`src/rtl/hft_gw_pkg.sv`:
```
// Shared constants and the order record for the HFT order gateway.
// Signal codes, reject codes and sides match the upstream signal core and TX stage.
package hft_gw_pkg;

    localparam int GW_PRICE_W = 32;
    localparam int GW_QTY_W   = 16;

    localparam logic [1:0] SIG_NONE = 2'b00;
    localparam logic [1:0] SIG_BUY  = 2'b01;
    localparam logic [1:0] SIG_SELL = 2'b10;
    localparam logic [1:0] SIG_FLAT = 2'b11;

    localparam logic [1:0] REJ_HALTED   = 2'b00;
    localparam logic [1:0] REJ_POSITION = 2'b01;
    localparam logic [1:0] REJ_THROTTLE = 2'b10;
    localparam logic [1:0] REJ_FULL     = 2'b11;

    localparam logic SIDE_BUY  = 1'b0;
    localparam logic SIDE_SELL = 1'b1;

    typedef struct packed {
        logic                  side;
        logic [GW_QTY_W-1:0]   qty;
        logic [GW_PRICE_W-1:0] price;
    } order_t;

    typedef enum logic {
        MODE_RUN  = 1'b0,
        MODE_HALT = 1'b1
    } gw_mode_e;

endpackage

```
`src/rtl/hft_gw_fifo.sv`:
```
// Show-ahead order FIFO with a registered head entry and registered full/valid flags.
// A push is taken only when not full; push and pop may coincide.
module hft_gw_fifo
    import hft_gw_pkg::*;
#(
    parameter int DEPTH = 4
) (
    input  logic   clk,
    input  logic   reset,
    input  logic   push,
    input  order_t din,
    input  logic   pop,
    output order_t head,
    output logic   valid,
    output logic   full
);
    localparam int AW = (DEPTH > 1) ? $clog2(DEPTH) : 1;

    order_t          mem_r [DEPTH];
    order_t          head_r;
    order_t          head_next_s;
    logic [AW-1:0]   wr_ptr_r;
    logic [AW-1:0]   rd_ptr_r;
    logic [AW:0]     count_r;
    logic [AW:0]     count_next_s;
    logic            valid_r;
    logic            full_r;
    logic            do_push_s;
    logic            do_pop_s;

    assign do_push_s = push && !full_r;
    assign do_pop_s  = pop && valid_r;

    // Next occupancy and next head entry (bypass the pushed word when it becomes head)
    always_comb begin
        count_next_s = count_r;
        head_next_s  = head_r;
        case ({do_push_s, do_pop_s})
            2'b10:   count_next_s = count_r + (AW+1)'(1);
            2'b01:   count_next_s = count_r - (AW+1)'(1);
            default: count_next_s = count_r;
        endcase
        if (do_pop_s && (count_r > (AW+1)'(1))) begin
            head_next_s = mem_r[rd_ptr_r + AW'(1)];
        end else if (do_push_s && ((count_r == (AW+1)'(0)) || do_pop_s)) begin
            head_next_s = din;
        end else begin
            head_next_s = head_r;
        end
    end

    // Storage array write
    always_ff @(posedge clk) begin
        if (do_push_s) begin
            mem_r[wr_ptr_r] <= din;
        end
    end

    // Pointers, occupancy and registered head/flags
    always_ff @(posedge clk or posedge reset) begin
        if (reset) begin
            wr_ptr_r <= {AW{1'b0}};
            rd_ptr_r <= {AW{1'b0}};
            count_r  <= {(AW+1){1'b0}};
            head_r   <= '0;
            valid_r  <= 1'b0;
            full_r   <= 1'b0;
        end else begin
            if (do_push_s) begin
                wr_ptr_r <= wr_ptr_r + AW'(1);
            end
            if (do_pop_s) begin
                rd_ptr_r <= rd_ptr_r + AW'(1);
            end
            count_r <= count_next_s;
            head_r  <= head_next_s;
            valid_r <= (count_next_s != (AW+1)'(0));
            full_r  <= (count_next_s == (AW+1)'(DEPTH));
        end
    end

    assign head  = head_r;
    assign valid = valid_r;
    assign full  = full_r;

endmodule

```
`src/rtl/hft_order_gateway.sv`:
```
// Pre-trade risk gateway: sizes trade signals into orders, applies halt, position-limit,
// token-bucket and queue-full checks, and streams accepted orders with sequence numbers.
module hft_order_gateway
    import hft_gw_pkg::*;
#(
    parameter int PRICE_W       = GW_PRICE_W,
    parameter int QTY_W         = GW_QTY_W,
    parameter int POS_W         = 18,
    parameter int ORDER_QTY     = 100,
    parameter int MAX_POS       = 300,
    parameter int TOKENS_MAX    = 4,
    parameter int REFILL_CYCLES = 16,
    parameter int FIFO_DEPTH    = 4,
    parameter int SEQ_W         = 16
) (
    input  logic                    clk,
    input  logic                    reset,
    input  logic                    sig_valid,
    input  logic [1:0]              sig_code,
    input  logic [PRICE_W-1:0]      sig_price,
    input  logic                    kill,
    input  logic                    resume,
    output logic                    out_valid,
    input  logic                    out_ready,
    output logic                    out_side,
    output logic [QTY_W-1:0]        out_qty,
    output logic [PRICE_W-1:0]      out_price,
    output logic [SEQ_W-1:0]        out_seq,
    output logic                    rej_valid,
    output logic [1:0]              rej_code,
    output logic signed [POS_W-1:0] position,
    output logic                    halted
);
    localparam int TOK_W = $clog2(TOKENS_MAX + 1);
    localparam int REF_W = (REFILL_CYCLES > 1) ? $clog2(REFILL_CYCLES) : 1;
    localparam logic signed [POS_W:0] POS_LIMIT = (POS_W+1)'(MAX_POS);

    gw_mode_e                mode_r, mode_next_s;
    logic                    halted_r;
    logic [TOK_W-1:0]        tokens_r, tokens_next_s;
    logic [REF_W-1:0]        refill_cnt_r;
    logic signed [POS_W-1:0] position_r, position_next_s;
    logic [SEQ_W-1:0]        seq_r;
    logic                    rej_valid_r;
    logic [1:0]              rej_code_r, rej_code_s;

    logic                    cand_s, is_flat_s, drop_s, accept_s, reject_s;
    logic                    consume_s, refill_s, over_limit_s;
    logic                    side_s;
    logic [QTY_W-1:0]        qty_s;
    logic signed [POS_W:0]   pos_ext_s, neg_pos_s, dpos_s, pos_sum_s, pos_abs_s;

    order_t                  push_rec_s, head_s;
    logic                    fifo_valid_s, fifo_full_s, pop_s;

    assign cand_s    = sig_valid && (sig_code != SIG_NONE);
    assign is_flat_s = (sig_code == SIG_FLAT);
    assign pos_ext_s = {position_r[POS_W-1], position_r};
    assign neg_pos_s = -pos_ext_s;
    assign pos_sum_s = pos_ext_s + dpos_s;
    assign pos_abs_s = pos_sum_s[POS_W] ? -pos_sum_s : pos_sum_s;
    assign over_limit_s = (pos_abs_s > POS_LIMIT);

    // Order sizing from the signal code and current position
    always_comb begin
        side_s = SIDE_BUY;
        qty_s  = {QTY_W{1'b0}};
        dpos_s = {(POS_W+1){1'b0}};
        drop_s = 1'b0;
        case (sig_code)
            SIG_BUY: begin
                side_s = SIDE_BUY;
                qty_s  = QTY_W'(ORDER_QTY);
                dpos_s = (POS_W+1)'(ORDER_QTY);
            end
            SIG_SELL: begin
                side_s = SIDE_SELL;
                qty_s  = QTY_W'(ORDER_QTY);
                dpos_s = -((POS_W+1)'(ORDER_QTY));
            end
            SIG_FLAT: begin
                if (position_r == {POS_W{1'b0}}) begin
                    drop_s = 1'b1;
                end else if (position_r[POS_W-1]) begin
                    side_s = SIDE_BUY;
                    qty_s  = neg_pos_s[QTY_W-1:0];
                    dpos_s = neg_pos_s;
                end else begin
                    side_s = SIDE_SELL;
                    qty_s  = position_r[QTY_W-1:0];
                    dpos_s = neg_pos_s;
                end
            end
            default: drop_s = 1'b1;
        endcase
    end

    // Risk checks, first failure wins; FLATTEN skips halt, limit and throttle
    always_comb begin
        accept_s   = 1'b0;
        reject_s   = 1'b0;
        rej_code_s = REJ_HALTED;
        if (!cand_s || drop_s) begin
            accept_s = 1'b0;
        end else if ((mode_r == MODE_HALT) && !is_flat_s) begin
            reject_s   = 1'b1;
            rej_code_s = REJ_HALTED;
        end else if (!is_flat_s && over_limit_s) begin
            reject_s   = 1'b1;
            rej_code_s = REJ_POSITION;
        end else if (!is_flat_s && (tokens_r == {TOK_W{1'b0}})) begin
            reject_s   = 1'b1;
            rej_code_s = REJ_THROTTLE;
        end else if (fifo_full_s) begin
            reject_s   = 1'b1;
            rej_code_s = REJ_FULL;
        end else begin
            accept_s = 1'b1;
        end
    end

    assign consume_s = accept_s && !is_flat_s;
    assign refill_s  = (refill_cnt_r == REF_W'(REFILL_CYCLES - 1));

    // Token bucket and position next-state
    always_comb begin
        if (consume_s && refill_s) begin
            tokens_next_s = tokens_r;
        end else if (consume_s) begin
            tokens_next_s = tokens_r - TOK_W'(1);
        end else if (refill_s && (tokens_r < TOK_W'(TOKENS_MAX))) begin
            tokens_next_s = tokens_r + TOK_W'(1);
        end else begin
            tokens_next_s = tokens_r;
        end
        if (accept_s && is_flat_s) begin
            position_next_s = {POS_W{1'b0}};
        end else if (accept_s) begin
            position_next_s = pos_sum_s[POS_W-1:0];
        end else begin
            position_next_s = position_r;
        end
    end

    // Mode FSM next state; kill dominates resume
    always_comb begin
        mode_next_s = mode_r;
        case (mode_r)
            MODE_RUN: begin
                if (kill) mode_next_s = MODE_HALT;
                else      mode_next_s = MODE_RUN;
            end
            MODE_HALT: begin
                if (kill)        mode_next_s = MODE_HALT;
                else if (resume) mode_next_s = MODE_RUN;
                else             mode_next_s = MODE_HALT;
            end
            default: mode_next_s = MODE_RUN;
        endcase
    end

    // Gateway state registers
    always_ff @(posedge clk or posedge reset) begin
        if (reset) begin
            mode_r       <= MODE_RUN;
            halted_r     <= 1'b0;
            tokens_r     <= TOK_W'(TOKENS_MAX);
            refill_cnt_r <= {REF_W{1'b0}};
            position_r   <= {POS_W{1'b0}};
            seq_r        <= {SEQ_W{1'b0}};
            rej_valid_r  <= 1'b0;
            rej_code_r   <= REJ_HALTED;
        end else begin
            mode_r       <= mode_next_s;
            halted_r     <= (mode_next_s == MODE_HALT);
            tokens_r     <= tokens_next_s;
            refill_cnt_r <= refill_s ? {REF_W{1'b0}} : refill_cnt_r + REF_W'(1);
            position_r   <= position_next_s;
            seq_r        <= pop_s ? seq_r + SEQ_W'(1) : seq_r;
            rej_valid_r  <= reject_s;
            rej_code_r   <= reject_s ? rej_code_s : REJ_HALTED;
        end
    end

    // Record pushed into the queue
    always_comb begin
        push_rec_s       = '0;
        push_rec_s.side  = side_s;
        push_rec_s.qty   = qty_s;
        push_rec_s.price = sig_price;
    end

    assign pop_s = fifo_valid_s && out_ready;

    hft_gw_fifo #(
        .DEPTH (FIFO_DEPTH)
    ) u_fifo (
        .clk   (clk),
        .reset (reset),
        .push  (accept_s),
        .din   (push_rec_s),
        .pop   (pop_s),
        .head  (head_s),
        .valid (fifo_valid_s),
        .full  (fifo_full_s)
    );

    assign out_valid = fifo_valid_s;
    assign out_side  = head_s.side;
    assign out_qty   = head_s.qty;
    assign out_price = head_s.price;
    assign out_seq   = seq_r;
    assign rej_valid = rej_valid_r;
    assign rej_code  = rej_code_r;
    assign position  = position_r;
    assign halted    = halted_r;

endmodule

```
`config.mk`:
```
export PLATFORM = sky130hd
export DESIGN_NAME = hft_order_gateway
export DESIGN_NICKNAME = d
export VERILOG_FILES = /design/src/rtl/hft_gw_pkg.sv /design/src/rtl/hft_gw_fifo.sv /design/src/rtl/hft_order_gateway.sv
export SDC_FILE = /design/constraint.sdc
export NUM_CORES = 1
export LEC_CHECK = 0
export CAP_MARGIN = 10
export CELL_PAD_IN_SITES_DETAIL_PLACEMENT = 1
export CELL_PAD_IN_SITES_GLOBAL_PLACEMENT = 2
export CORE_AREA = 5 5 225 227
export DETAILED_ROUTE_END_ITERATION = 10
export DIE_AREA = 0 0 230 232
export PLACE_DENSITY_LB_ADDON = 0.08
export SYNTH_ARGS = -nofsm -noshare
export SYNTH_HDL_FRONTEND = slang
export SYNTH_SLANG_ARGS = --single-unit
export TNS_END_PERCENT = 20
```
`constraint.sdc`:
```
create_clock -name clk -period 9.5 [get_ports clk]
set_clock_uncertainty 0.05 [all_clocks]
set_input_delay 0.95 -clock clk [delete_from_list [all_inputs] [get_ports clk]]
set_output_delay 0.95 -clock clk [all_outputs]
set_load 0.01 [all_outputs]
```
# Yosys cells after proc, flatten, opt, wreduce, memory -nomap -nowiden
# Memory sizes are Yosys's and may differ from the RTL's.
# Index checks and enable logic that the tools add are counted.
# word_totals
register_bits	103
ramBits	196
in_bits	40
out_inout_bits	88
word_cells	108
n_memories	1
# op_classes
n_addsub	11
n_lt_le_gt_ge	3
eq_ne	7
n_mux	41
bitwise	2
n_reduce_logical	28
# mem_list
name	depth	width	rd	rd_ports_with_merged_regs	write_ports	line	source
u_fifo.mem_r	4	49	1	0	1	hft_gw_fifo.sv:19	order_t mem_r [DEPTH];
# op_table
operator	n
$mux 49	2
$pmux 19 s3	1
$mux 19	2
$mux 18	2
$mux 16	2
$pmux 16 s2	1
$add 18x19->19	1
$gt 19x10->1 const B	1
$neg 18->19	1
$neg 19->19	1
$logic_not 18->1	1
$mux 1	18
$add 16x1->16 const B	1
$logic_and 1x1->1	13
$mux 2	6
$reduce_bool 2->1	4
$add 3x1->3 const B	2
$eq 2x2->1 const B	3
$logic_not 3->1	2
$mux 3	2
$pmux 1 s2	3
$pmux 3 s2	1
$sub 3x1->3 const B	2
$add 2x1->2 const B	2
other kinds (13)	18

# Longest topological paths before layout
# depth
word_depth	15
mapped_depth	33
mapped_depth_nobuf	31

# Hierarchy
# Synthesis repeated with hierarchy kept, for this count alone.
# hier_totals
cells_unflattened	1061
area_unflattened_um2	14547.7
# by_module_without_submodules
mod	instances	cells_each	area_each_um2	seq_area_each_um2
hft_gw_fifo	1	489	9790.6	7337.0
hft_order_gateway	1	572	4757.1	1127.3

# Least setup slack after synthesis
# Ideal clock, no wire load.
# synth_timing
path_kind	register to register
startpoint	reg position_r[1] (netlist: position[1])
endpoint	mem u_fifo.mem_r[0][0] (netlist bit), enable pin
setup_ps	412
arrival_ps	7126
setup_slack_ps	1912
path_stages_with_launch	25
n_path_buf	1
path_cell_list	dfrtp_1 inv_1 ha_1 or3b_4 or3_4 nor4b_4 nand2_1 o21a_1 clkbuf_1 and2_1 nor2b_1 ha_1 fa_1 a211oi_2 o21ba_2 nor2_1 nor4_1 nand4_2 or3_1 a21oi_1 o221ai_2 nor4b_4 nor2_1 nor2_2 and2_1
# synth_via
elab_chain_cells	14
# synth_lines
item	line	source
from (decl)	hft_order_gateway.sv:42	logic signed [POS_W-1:0] position_r, position_next_s;
from (signal assigned)	hft_order_gateway.sv:169	position_r <= {POS_W{1'b0}};
from (signal assigned)	hft_order_gateway.sv:178	position_r <= position_next_s;
$neg 18->19 or $logic_not 18->1 (tied branches)	hft_order_gateway.sv:59, hft_order_gateway.sv:82	
$mux 19	hft_order_gateway.sv:82	if (position_r == {POS_W{1'b0}}) begin
$pmux 19 s3	hft_order_gateway.sv:70	case (sig_code)
$add 18x19->19	hft_order_gateway.sv:60	assign pos_sum_s = pos_ext_s + dpos_s;
$neg 19->19	hft_order_gateway.sv:61	assign pos_abs_s = pos_sum_s[POS_W] ? -pos_sum_s : pos_sum_s;
$mux 19	hft_order_gateway.sv:61	
$gt 19x10->1	hft_order_gateway.sv:62	assign over_limit_s = (pos_abs_s > POS_LIMIT);
$logic_and 1x1->1	hft_order_gateway.sv:108	end else if (!is_flat_s && over_limit_s) begin
$mux 1	hft_order_gateway.sv:108	
$mux 1	hft_order_gateway.sv:105	end else if ((mode_r == MODE_HALT) && !is_flat_s) begin
$mux 1 *	hft_order_gateway.sv:103	if (!cand_s || drop_s) begin
$logic_and 1x1->1 *	hft_gw_fifo.sv:31	assign do_push_s = push && !full_r;
$mux 1 *	hft_gw_fifo.sv:54	if (do_push_s) begin
$mux 1 (not written as such) *	hft_gw_fifo.sv:55	mem_r[wr_ptr_r] <= din;
to (decl)	hft_gw_fifo.sv:19	
# Every way passes the cells marked *; elsewhere a longest branch is shown, timed or not.

# Worst setup path after layout
# layout_timing
startpoint	reg position_r[1] (netlist: position[1])
endpoint	reg u_fifo.valid_r (netlist: u_fifo.valid)
# layout_via
elab_chain_cells	15
# layout_lines
item	line	source
$neg 18->19 or $logic_not 18->1 (tied branches)	hft_order_gateway.sv:59, hft_order_gateway.sv:82	
$mux 19	hft_order_gateway.sv:82	
$pmux 19 s3	hft_order_gateway.sv:70	
$add 18x19->19	hft_order_gateway.sv:60	
$neg 19->19	hft_order_gateway.sv:61	
$mux 19	hft_order_gateway.sv:61	
$gt 19x10->1	hft_order_gateway.sv:62	
$logic_and 1x1->1	hft_order_gateway.sv:108	
$mux 1	hft_order_gateway.sv:108	
$mux 1	hft_order_gateway.sv:105	
$mux 1 *	hft_order_gateway.sv:103	
$logic_and 1x1->1 *	hft_gw_fifo.sv:31	
$eq 2x1->1 or $eq 2x2->1 (tied branches)	hft_gw_fifo.sv:38	case ({do_push_s, do_pop_s})
$pmux 3 s2 *	hft_gw_fifo.sv:38	
via u_fifo.count_next_s[2]	hft_gw_fifo.sv:25	logic [AW:0] count_next_s;
$reduce_bool 3->1 *	hft_gw_fifo.sv:77	valid_r <= (count_next_s != (AW+1)'(0));
to (signal assigned)	hft_gw_fifo.sv:77	
to (decl)	hft_gw_fifo.sv:26	logic valid_r;
# Mark *: on every way through the listed nets, which the timed path passes. The rest lies on a longest branch.
# A chain may end at the register's enable or synchronous reset.

==> results.md <==
* Crit-path slowest cell: xnor2_1
* Seq/Total Area, Yosys at about 59%
* Clock slew at reported path FFs at ~50 ps
* Max Fclk at 0.117 GHz
* Asr flop ratio synth at approximately a third
* Post-CTS Hold Buffers at 0
* N_diodes at 0
* Slew Viols, Final at 0
* Multi-input gate area at about 0.0056 mm^2
* Post-CTS Resized at 0
* Hold WS at ~430 ps
* Int Power at between 3 and 4 mW
* GPL Wtd Cong at roughly 0.81
* PwrDens at ~280 mW/mm^2
* Critical path peak fanout at 16
* Worst hold endpoint: out_seq[15]
* Vias per cell at ~5
* Layout cells sized above 1 at 13.5%
* Cells after Synth at between 1,000 and 1,500
* Detailed Route WL at around 39 mm
* I/O Buffers at roughly 130
* Clk_lat worst skew at roughly 540 ps
* VDD IR max at slightly below 0.1 mV
* Sw frac at around a third
* Worst-Margin Slew at about 1100 ps
* Hold Path Stages at 1
* Worst setup path category: reg2reg
* Hold Fails Final Rpt at 0
* H-tree levels at 2
* Netlist cell types at between 80 and 90
* Vias at ~9,300
* HP Class: reg2reg
* Routed wl met2 at about 19 mm
* Routed wire per std cell at around 21 um
* Period utilization at 90.1%
* Element type at the critical path end: flip-flop
* Tmin final at approximately 8600 ps
* Worst EP arrival at roughly 9000 ps
* Slowest stage delay, CP at between 500 and 600 ps
* Mapped Avg Cell Area at 13.2 um^2
* Placed cell area at between 0.015 and 0.02 mm^2
* Mapped Nets at about 1,200
* Syn Std Cell Area at ~0.014 mm^2
* Number of global-route vias before repair at 10,200
* Row count at between 80 and 90
* Die H at between 200 and 250 um
* Top Family by Delay on Critical Path: simple AND/OR/NAND/NOR gates
* Highest Signal Layer: met4
* Sw power at 1.70 mW
* Core area at roughly 0.048 mm^2
* Number of synthesized register bits at 299
* Chip Width at around 230 um
* Max-Cap Viols at 0
* Global-route wire length before repair at between 60 and 70 mm
* Initial antenna violation count at 0
* Number of fill cells at around 5,000
* Setup TNS at 0 ps
* Remaining antenna violation count at 0
* Clk root buf: clkbuf_16
* Storage cell area at between 0.008 and 0.009 mm^2
* Main synth FF type: edfxtp_1
* Cell leakage power at 6.50 nW
* Worst R2R End: u_fifo.valid
* GRT Resource Usage Total at roughly 15%
* Flop-to-flop setup slack at about 940 ps
* Synth-to-layout area growth at 22.2%
* Hold_sp: out_seq[15]
* Ports at between 100 and 150
* DRC violation count after routing at 0
* Setup slack at placement at around 830 ps
* DIE AREA at about 0.053 mm^2
* CP Launch Type: flip-flop
* Status: finished clean
* Buf/Inv on CP at 3
* Req. time, crit path at just under 10,000 ps
* Worst setup margin at 944 ps
* Clk pwr share at 28.0%
* Nets@finish at about 1,300
* Largest net degree at the start of global routing at a little under 70
* Total CTS buffers at 37
* Sequential Power Share at between 30 and 40%
* CTS tree: yes
* Wire length on met3 at 1.41 mm
* First drt pass iteration count at 4
* Slew Limit Headroom at about 29%
* DP HPWL at around 27 mm
* Post-CTS setup repair buffer count at 0
* Non-Filler Cell Area, Final at around 0.018 mm^2
* Number of enable flip-flop cells after synthesis at about 200
* CTS max path bufs at 3
* Iter 0 DRT Violations at ~460
* Final Core Density at 36.3%
* RSZ-0062 raised after global routing: false
* # setup viols final at 0
* M1 WL at roughly 18 mm
* # clock sinks at ~300
* Global route total overflow at 0
* Initial core utilization at between 20% and 30%
* Path depth of the worst reg2reg path at 30
* Synth warn at 0
* Worst r2r src: position[1]
* Logic gate share of total power at between 30 and 40%
==> cells in the final DEF, fill, tap and decap left out, types with 6 or more instances in the layout <==
cell type	Yosys	routed
o21ai_1	7	6
clkdlybuf4s50_1	0	127
nand3_1	17	17
buf_4	1	15
inv_1	26	25
o41ai_1	11	11
a31oi_1	7	7
nor4_1	12	12
nand2_1	64	64
or2_2	7	7
nor3_1	13	13
o21a_1	7	7
clkbuf_1	42	13
o21ai_0	48	48
clkinv_2	0	6
edfxtp_1	196	196
mux2i_1	39	39
mux4_2	49	49
xor2_1	15	15
dfrtp_1	102	100
nand2b_1	13	13
clkbuf_16	0	38
nor2_1	100	100
or3_1	9	9
a22oi_1	14	14
a21oi_1	78	77
and2_1	10	6
xnor2_1	50	50
ha_1	36	36
nand4_1	10	10
==> state kept, by name (all words and copies together), names as in the netlist <==
name,count
position,18
u_fifo.valid,1
tokens_r,3
rej_valid,1
u_fifo.rd_ptr_r,2
out_seq,16
u_fifo.mem_r,196
u_fifo.wr_ptr_r,2
rej_code,2
u_fifo.count_r,3
refill_cnt_r,4
u_fifo.head,49
halted,1
u_fifo.full,1
==> worst max path at each step <==
stage                         endpoint  slack (ps)  depth (start not counted)         from
floorplan           u_fifo.mem_r[0][0]        1910                         24  position[1]
global placement          u_fifo.valid         970                         30  position[1]
detailed placement        u_fifo.valid         830                         30  position[1]
CTS                       u_fifo.valid         840                         30  position[1]
global route              u_fifo.valid         180                         30  position[1]
finish                    u_fifo.valid         940                         30  position[1]
==> Yosys cell counts (all sizes together) (3+ instances only) <==
cell,instances,area (um^2)
edfxtp,196,5890
dfrtp,102,2550
nor2,102,388
a21oi,78,390
nand2,64,240
o21ai,57,300
xnor2,52,470
mux4,49,1100
clkbuf,42,158
mux2i,39,390
ha,36,450
inv,26,97.6
nand3,17,85.1
xor2,16,148
a22oi,14,105
nand2b,13,81.3
nor3,13,65.1
nor4,13,87.6
buf,12,86.3
nand4,12,87.6
o41ai,11,96.3
and2,10,62.6
or3,10,67.6
or2,9,56.3
a31oi,7,43.8
mux2,7,78.8
o21a,7,52.6
a211oi,6,50.1
o221ai,6,58.8
a21o,5,37.5
and3,5,31.3
a31o,3,26.3
o211ai,3,22.5
o311ai,3,26.3
o31ai,3,50.1
==> kinds of logic (layout without fill, tap and decap cells) <==
family	Yosys count	after routing	synth area share (%)
AO/OA/AOI/OAI	225	225	10.3
XOR/XNOR	68	68	4.30
adder cells (fa/ha/maj)	38	38	3.41
buffers and inverters	81	239	2.40
flip-flops	299	299	58.9
multiplexers	95	95	10.9
AND/OR/NAND/NOR	282	282	9.76
==> per-layer routing <==
metal / global-route usage [%] / vias to the layer above
met4: 3.79 / 0
met2: 24.8 / 146
met1: 20.2 / 4758
met5: 0 / -
met3: 2.65 / 51
li1: - / 4370
==> through the flow <==
| step | cells | power (mW) |
|---|---|---|
| floorplan | 1088 | 2.93 |
| global placement | 1801 | 3.63 |
| detailed placement | 1801 | 3.62 |
| CTS | 1868 | 5.04 |
| global route | 1868 | 5.26 |
| finish | 1868 | 4.94 |
==> power by group through the flow <==
stage | registers [mW] | clock network, mW | logic, mW
final | 1.75 | 1.38 | 1.80
after global routing | 1.78 | 1.50 | 1.98
after CTS | 1.76 | 1.44 | 1.84
after detailed placement | 1.79 | 0 | 1.83
after global placement | 1.78 | 0 | 1.84
after floorplan | 1.74 | 0 | 1.19
==> area by class of cell <==
type / count / area share (%)
flip-flops and latches: 299 / 48.2
multi-input cells: 708 / 31.8
repair buffers: 145 / 8.22
clock buffers: 53 / 5.85
well taps: 622 / 4.43
clock inverters: 14 / 0.912
inverters: 27 / 0.591
(Power assumes the default switching activity.)
